==> config.mk <==
export PLATFORM = sky130hd
export DESIGN_NAME = vga_sync_monitor
export DESIGN_NICKNAME = d
export VERILOG_FILES = /design/src/rtl/vga_sync_monitor.sv
export SDC_FILE = /design/constraint.sdc
export NUM_CORES = 1
export LEC_CHECK = 0
export ABC_CLOCK_PERIOD_IN_PS = 3300
export CAP_MARGIN = 0
export CORE_AREA = 5 5 93 95
export CTS_BUF_LIST = sky130_fd_sc_hd__clkbuf_2 sky130_fd_sc_hd__clkbuf_4 sky130_fd_sc_hd__clkbuf_8
export DETAILED_ROUTE_END_ITERATION = 16
export DIE_AREA = 0 0 98 100
export PLACE_DENSITY = 0.81
export SLEW_MARGIN = 20
export SYNTH_ARGS = -nofsm -noshare
export SYNTH_HDL_FRONTEND = slang
export SYNTH_SLANG_ARGS = --single-unit
==> constraint.sdc <==
create_clock -name clk -period 3.3 [get_ports clk]
set_clock_uncertainty 0.15 [all_clocks]
set_input_delay 0.33 -clock clk [delete_from_list [all_inputs] [get_ports clk]]
set_output_delay 0.33 -clock clk [all_outputs]
set_load 0.005 [all_outputs]
==> src/rtl/vga_sync_monitor.sv <==
// vga_sync_monitor
//   Receive-side checker for the VGA sync pair. It measures the line period,
//   the hsync pulse width and the lines per frame. It declares lock after
//   LOCK_FRAMES consecutive in-spec frames, and flags out-of-spec timing while
//   locked.
// Ports
//   clk, rst     clock, synchronous active-high reset
//   vga_h_sync   horizontal sync under test (asynchronous to clk)
//   vga_v_sync   vertical sync under test (asynchronous to clk)
//   locked       timing has been in spec for LOCK_FRAMES frames
//   line_len     last measured line period, clk cycles
//   hs_width     last measured hsync active width, clk cycles
//   frame_lines  last measured lines per frame
//   frame_tick   1-clk pulse per vsync leading edge
//   err          1-clk pulse per error while locked, or on a timeout
//   err_cnt      saturating error count
module vga_sync_monitor #(
    parameter bit SYNC_ACTIVE_LOW = 1'b1,
    parameter int EXP_LINE_CLKS   = 1600,
    parameter int EXP_FRAME_LINES = 512,
    parameter int TOL             = 2,
    parameter int LOCK_FRAMES     = 2,
    parameter int TIMEOUT_CLKS    = 4095
) (
    input  logic        clk,
    input  logic        rst,
    input  logic        vga_h_sync,
    input  logic        vga_v_sync,
    output logic        locked,
    output logic [11:0] line_len,
    output logic [11:0] hs_width,
    output logic [10:0] frame_lines,
    output logic        frame_tick,
    output logic        err,
    output logic [7:0]  err_cnt
);

    localparam logic [12:0] LINE_MAX  = 13'(EXP_LINE_CLKS + TOL);
    localparam logic [12:0] LINE_MIN  = 13'(EXP_LINE_CLKS - TOL);
    localparam logic [10:0] FRAME_EXP = 11'(EXP_FRAME_LINES);
    localparam logic [11:0] TO_CLKS   = 12'(TIMEOUT_CLKS);
    localparam logic [3:0]  LOCK_N    = 4'(LOCK_FRAMES);

    typedef enum logic [1:0] {SEARCH, MEASURE, LOCKED} state_t;
    state_t state, state_nxt;

    // The synchroniser flops hold polarity-normalised values (1 = active).
    // Reset to 0 therefore means "inactive", and no false edge follows reset.
    logic h_meta, h_act, h_prev, hs_start;
    logic v_meta, v_act, v_prev, vs_start;

    logic [11:0] h_cnt, hw_cnt;
    logic [10:0] v_cnt;
    logic [12:0] period;
    logic [3:0]  good_cnt, good_nxt;
    logic        line_valid, line_bad;
    logic        line_fail, frame_fail, timeout, err_ev;

    always_ff @(posedge clk) begin
        if (rst) begin
            h_meta   <= 1'b0;
            h_act    <= 1'b0;
            h_prev   <= 1'b0;
            hs_start <= 1'b0;
            v_meta   <= 1'b0;
            v_act    <= 1'b0;
            v_prev   <= 1'b0;
            vs_start <= 1'b0;
        end else begin
            h_meta   <= vga_h_sync ^ SYNC_ACTIVE_LOW;
            h_act    <= h_meta;
            h_prev   <= h_act;
            hs_start <= h_act & ~h_prev;
            v_meta   <= vga_v_sync ^ SYNC_ACTIVE_LOW;
            v_act    <= v_meta;
            v_prev   <= v_act;
            vs_start <= v_act & ~v_prev;
        end
    end

    // h_cnt is 0 in the cycle after hs_start. So on the next strobe h_cnt+1 is
    // the full period.
    assign period     = {1'b0, h_cnt} + 13'd1;
    assign line_fail  = hs_start && line_valid && (period > LINE_MAX || period < LINE_MIN);
    // line_bad only holds lines that ended before this strobe. A line that ends
    // on a coincident hs/vs strobe is booked to the new frame.
    assign frame_fail = (v_cnt != FRAME_EXP) || line_bad;
    assign timeout    = (state != SEARCH) && (h_cnt >= TO_CLKS);

    always_comb begin
        state_nxt = state;
        good_nxt  = good_cnt;
        err_ev    = 1'b0;
        case (state)
            SEARCH: begin
                if (vs_start) begin
                    state_nxt = MEASURE;
                    good_nxt  = 4'd0;
                end
            end
            MEASURE: begin
                if (vs_start) begin
                    if (frame_fail) begin
                        good_nxt = 4'd0;
                    end else begin
                        good_nxt = good_cnt + 4'd1;
                        if (good_nxt == LOCK_N) state_nxt = LOCKED;
                    end
                end
            end
            LOCKED: begin
                if (line_fail || (vs_start && frame_fail)) begin
                    err_ev    = 1'b1;
                    state_nxt = SEARCH;
                end
            end
            default: state_nxt = SEARCH;
        endcase
        if (timeout) begin
            err_ev    = 1'b1;
            state_nxt = SEARCH;
        end
    end

    always_ff @(posedge clk) begin
        if (rst) begin
            state       <= SEARCH;
            good_cnt    <= 4'd0;
            locked      <= 1'b0;
            err         <= 1'b0;
            err_cnt     <= 8'd0;
            frame_tick  <= 1'b0;
            h_cnt       <= 12'd0;
            hw_cnt      <= 12'd0;
            v_cnt       <= 11'd0;
            line_len    <= 12'd0;
            hs_width    <= 12'd0;
            frame_lines <= 11'd0;
            line_valid  <= 1'b0;
            line_bad    <= 1'b0;
        end else begin
            state      <= state_nxt;
            good_cnt   <= good_nxt;
            locked     <= (state_nxt == LOCKED);
            err        <= err_ev;
            frame_tick <= vs_start;
            if (err_ev && err_cnt != 8'hFF) err_cnt <= err_cnt + 8'd1;

            if (hs_start)             h_cnt <= 12'd0;
            else if (h_cnt != 12'hFFF) h_cnt <= h_cnt + 12'd1;

            if (hs_start && line_valid) line_len <= period[12] ? 12'hFFF : period[11:0];

            // Every fresh search starts without a reference edge, so the
            // first line is not checked.
            if (state_nxt == SEARCH && state != SEARCH) line_valid <= 1'b0;
            else if (hs_start)                          line_valid <= 1'b1;

            if (h_act) begin
                if (hw_cnt != 12'hFFF) hw_cnt <= hw_cnt + 12'd1;
            end else if (h_prev) begin
                hs_width <= hw_cnt;
                hw_cnt   <= 12'd0;
            end

            if (vs_start) begin
                frame_lines <= v_cnt;
                v_cnt       <= hs_start ? 11'd1 : 11'd0;
                line_bad    <= line_fail;
            end else begin
                if (hs_start && v_cnt != 11'h7FF) v_cnt <= v_cnt + 11'd1;
                if (line_fail) line_bad <= 1'b1;
            end
        end
    end

endmodule

## After elaboration in Yosys (flattened, before gate mapping)

Cells that the tools add are included.

| word-level totals | value |
|---|---|
| memories | 0 |
| register bits | 97 |
| bits in latches | 0 |
| RAM bits | 0 |
| ROM bits | 0 |

| cells by class | value |
|---|---|
| multiply operators | 0 |
| order comparisons | 3 |
| reduce and logical (&&, ||, !) cells | 22 |
| bitwise gates (word level) | 7 |
| equality and inequality tests | 12 |
| multiplexer cells | 23 |
| add/subtract/negate cells | 6 |
| div/mod/pow operators | 0 |
| shift operators | 0 |

Operator list:

| kind | number |
|---|---|
| $mux 12 | 4 |
| $add 12x1->12 const B | 2 |
| $ne 12x12->1 const B | 2 |
| $mux 11 | 2 |
| $add 12x1->13 const B | 1 |
| $gt 13x11->1 const B | 1 |
| $lt 13x11->1 const B | 1 |
| $ge 12x12->1 const B | 1 |
| $mux 2 | 6 |
| $mux 4 | 3 |
| $add 11x1->11 const B | 1 |
| $ne 11x10->1 const B | 1 |
| $ne 11x11->1 const B | 1 |
| $reduce_bool 2->1 | 5 |
| $add 8x1->8 const B | 1 |
| $ne 8x8->1 const B | 1 |
| $pmux 4 s2 | 1 |
| $logic_and 1x1->1 | 7 |
| $mux 1 | 6 |
| $pmux 2 s3 | 1 |
| $not 1->1 | 5 |
| $add 4x1->4 const B | 1 |
| $eq 2x2->1 const B | 2 |
| $eq 4x2->1 const B | 1 |
| other kinds (9) | 16 |

## Depth between registers and ports, before layout

| logic depth | value |
|---|---|
| depth after elaboration | 11 |
| depth in mapped cells | 11 |
| gate-level depth less buffers | 9 |

## Worst setup path before layout

Ideal clock, no wire load.

| timing | value |
|---|---|
| kind | reg2reg |
| start | register h_cnt[0] |
| end | register err_cnt[5] |
| clock period less this slack | 2.585 ns |
| slack | 0.715 ns |
| setup time | 0.121 ns |
| arrival time | 2.314 ns |
| required time | 3.029 ns |
| stages on the path, launching flop included | 12 |
| path through | dfxtp_1 ha_1 buf_2 nand4_2 nor4_4 and2_1 buf_6 a21o_4 o211ai_4 buf_6 nor3_2 mux2_4 |

| between the ends | value |
|---|---|
| word-level cells in the longest chain between the ends | 9 |
| elaborated cells between the ends (all ways) | 12 |
| classes of those cells | add/sub (1); order compare (3); mux (3); reduce/logical (5) |

Ends and longest elaborated chain:

| item | line | source |
|---|---|---|
| start, declared | 52 | `logic [11:0] h_cnt, hw_cnt;` |
| start signal, assigned | 150 | `else if (h_cnt != 12'hFFF) h_cnt <= h_cnt + 12'd1;` |
| $add 12x1->13 | 83 | `assign period = {1'b0, h_cnt} + 13'd1;` |
| $gt 13x11->1 or $lt 13x11->1 (tied branches) | 84 | `assign line_fail = hs_start && line_valid && (period > LINE_MAX \|\| period < LINE_MIN);` |
| $logic_or 1x1->1 | 84 |  |
| $logic_and 1x1->1 | 84 |  |
| $logic_or 1x1->1 | 112 | `if (line_fail \|\| (vs_start && frame_fail)) begin` |
| $mux 1 | 112 |  |
| $mux 1 | 94 | `case (state)` |
| $mux 1 (*) | 119 | `if (timeout) begin` |
| $logic_and 1x1->1 (*) | 147 | `if (err_ev && err_cnt != 8'hFF) err_cnt <= err_cnt + 8'd1;` |
| end signal, assigned | 147 |  |
| end, declared | 35 | `output logic [7:0] err_cnt` |

Mark *: on every way between the ends. The rest lies on a longest branch, timed or not.
A chain may end at the register's enable or synchronous reset.

## Final worst setup path

| timing | value |
|---|---|
| start | register h_cnt[0] |
| end | register err_cnt[3] |

Same word-level chain as after synthesis.

==> results_dict.tcl <==
set metrics [dict create \
    numCtsBuffers 9 \
    ctsResizeCount 0 \
    io_pins 50 \
    antenna_found_initial 0 \
    rsz0062_at_grt "false" \
    slew_headroom_pct 57.73 \
    initial_core_util_pct 56.99 \
    final_cells 657 \
    pwr-share-clk_pct 39.5 \
    dr_total_vias 3660 \
    grt_pass1_wl_um 15570 \
    die_area_mm2 0.009800 \
    comb_power_share_pct 3.8 \
    core_mm2 0.007647 \
    row_count 32 \
    syn_nets 522 \
    fp.dieH_um 100 \
    cts_hold_buffers 0 \
    clock_latency_ps 360 \
    final_util_pct 66.92 \
    outcome "finished clean" \
    io_buffer_count 49 \
    crit_arrival_ps 3110 \
    p_sw_share_pct 22.89 \
    avgSynthCellArea_um2 8.545 \
    synth_cell_types 61 \
    ir_worst_vdd_mv 0.2524 \
    drc 0 \
    power_frac_seq_pct 56.8 \
    layout.nets 562 \
    syn_inst 510 \
    synth_area_mm2 0.004358 \
    cp-end-kind "flop" \
    overflow 0 \
    drt_wl_total_um 9057 \
    placed_cells 641 \
    drt_iter0_markers 128 \
    maxCapViolCount 0 \
    ys_seq_area_share_pct 44.56 \
    cellInternalPower_mw 1.618 \
    fmax_mhz 332.8 \
    switchingPower_mw 0.4803 \
    diodes 0 \
    mostFrequentLayoutCells "dfxtp_1, nor2_1, nand2_1, clkdlybuf4s50_1, a21oi_1" \
    ys_warn_count 0 \
    worstPathMaxFanout 13 \
    dp_hpwl_um 6392 \
    hold_viol 0 \
    synth_ff_type "dfxtp_1" \
    worst_slew_pin_slew_ps 627.2 \
    drive_above_1_share_pct 8.288 \
    die_w_um 98 \
    holdCritPathClass "flop to flop" \
    clk_path_buf_depth 2 \
    fin_area_mm2 0.005117 \
    synth_seq_cells 97 \
    drt-wirelength-per-cell_um 13.79 \
    grt_pass1_vias 3487 \
    gp_congestion 0.8312 \
    synth-edff-count 0 \
    via_per_inst 5.571 \
    fin_crit_sh_pct 91.07 \
    dr.pass1.iters 4 \
    grt_usage_pct 18.84 \
    worstSetupStartpointType "flop" \
    ys_async_sr_fraction_pct 0 \
    path_clk_slew_ps 90 \
    p_leak_nw 1.771 \
    areaGrowthSynthToFinish_pct 17.43 \
    cts_tree "yes" \
    finalSetupTns_ps 0 \
    setup_viol 0 \
    cts.sinks 97 \
    maxSlewViolCount 0 \
    h-tree-depth 3 \
    drtAntennaViolNets 0 \
    grt_max_degree 39 \
    mostFrequentLayoutCell "dfxtp_1" \
    n_fill_cell 668 \
    timing.setup.critical_path_class "flop to flop" \
    placed_area_mm2 0.004900 \
    period_needed_ps 3005 \
    post_cts.repair.setup_buffers 0 \
    p_per_area_mw_per_mm2 410.0 \
    critical_path_required_ps 3400 \
    root_buffer "clkbuf_8" \
]
-- routing by layer --
layer / GRT usage [%] / wire [um]
met1: 23.49 / 4218
met2: 32.25 / 4350
met3: 4.100 / 336
met4: 6.709 / 151
met5: 0 / 0
-- final cells by class --
class / count / area, um^2 / area share (%)
multi-input cells: 371 / 2240 / 43.77
flip-flops and latches: 97 / 1942 / 37.95
repair buffers: 55 / 530.5 / 10.37
clock buffers: 12 / 158.9 / 3.105
well taps: 102 / 127.6 / 2.494
inverters: 16 / 60.06 / 1.174
clock inverters: 4 / 58.81 / 1.149
-- power by group through the flow --
stage,Clock [mW],Combinational [mW],Sequential [mW]
floorplan,0,0.0594,1.21
global placement,0,0.0775,1.22
detailed placement,0,0.0790,1.22
CTS,0.850,0.0793,1.19
global route,0.895,0.0883,1.19
finish,0.828,0.0788,1.19
-- registers in the layout, indices dropped and copies added (netlist names), 2 cells and up --
name / cells
err_cnt: 8
frame_lines: 11
v_cnt: 11
hw_cnt: 12
state: 2
good_cnt: 4
line_len: 12
hs_width: 12
h_cnt: 12
-- worst paths after layout --
kind / from / end / slack (ps) / depth (start not counted)
max reg2reg: h_cnt[0] / err_cnt[3] / 290 / 8
min: v_prev / vs_start / 250 / 1
max: h_cnt[0] / err_cnt[3] / 290 / 8
min reg2reg: v_prev / vs_start / 250 / 1
-- Yosys cell counts, drive strengths merged, types with 4 or more instances --
master / count / share of area, %
nand4: 6 / 1.0
a211oi: 9 / 1.6
nor2: 76 / 6.5
a31oi: 7 / 1.0
a21oi: 47 / 5.4
mux2i: 14 / 3.2
a311oi: 5 / 1.0
nand2: 48 / 4.1
clkbuf: 18 / 1.6
and3: 12 / 1.8
o21ai: 16 / 1.8
ha: 8 / 2.3
nand3: 16 / 2.1
nand3b: 4 / 0.69
nor3: 17 / 2.2
buf: 8 / 1.1
xor2: 5 / 1.0
mux2: 4 / 1.2
or3: 6 / 0.86
nor2b: 18 / 2.6
dfxtp: 97 / 45
inv: 16 / 1.4
and2: 5 / 0.72
xnor2: 10 / 2.0
-- critical path: stages (launching register included) --
cell,delay [ps]
dfxtp_1,500
ha_1,410
nand4_2,280
nor4_4,340
and2_1,320
a21o_4,170
o211ai_4,130
nor3_1,230
mux2_2,360
-- stage by stage --
stage          setup slack, ps  hold WS (ps)  power, mW
2_1_floorplan            714.7         217.4      1.274
3_3_place_gp             444.7         225.4      1.295
3_5_place_dp             305.9         230.4      1.297
4_1_cts                  305.6         246.2      2.121
5_1_grt                  70.51         272.3      2.177
6_report                 294.8         253.1      2.098
-- cells by family (layout without fill, tap and decap cells) --
kind of cell,after synthesis,in the layout,share of synthesized area (%)
adder cells (fa/ha/maj),8,8,2.297
AO/OA/AOI/OAI,101,101,15.04
multiplexers,18,18,4.421
flip-flops,97,97,44.56
XOR/XNOR,15,15,3.015
buffers and inverters,42,87,4.048
AND/OR/NAND/NOR,229,229,26.62
Note: power is estimated with default switching activity, not from simulation.
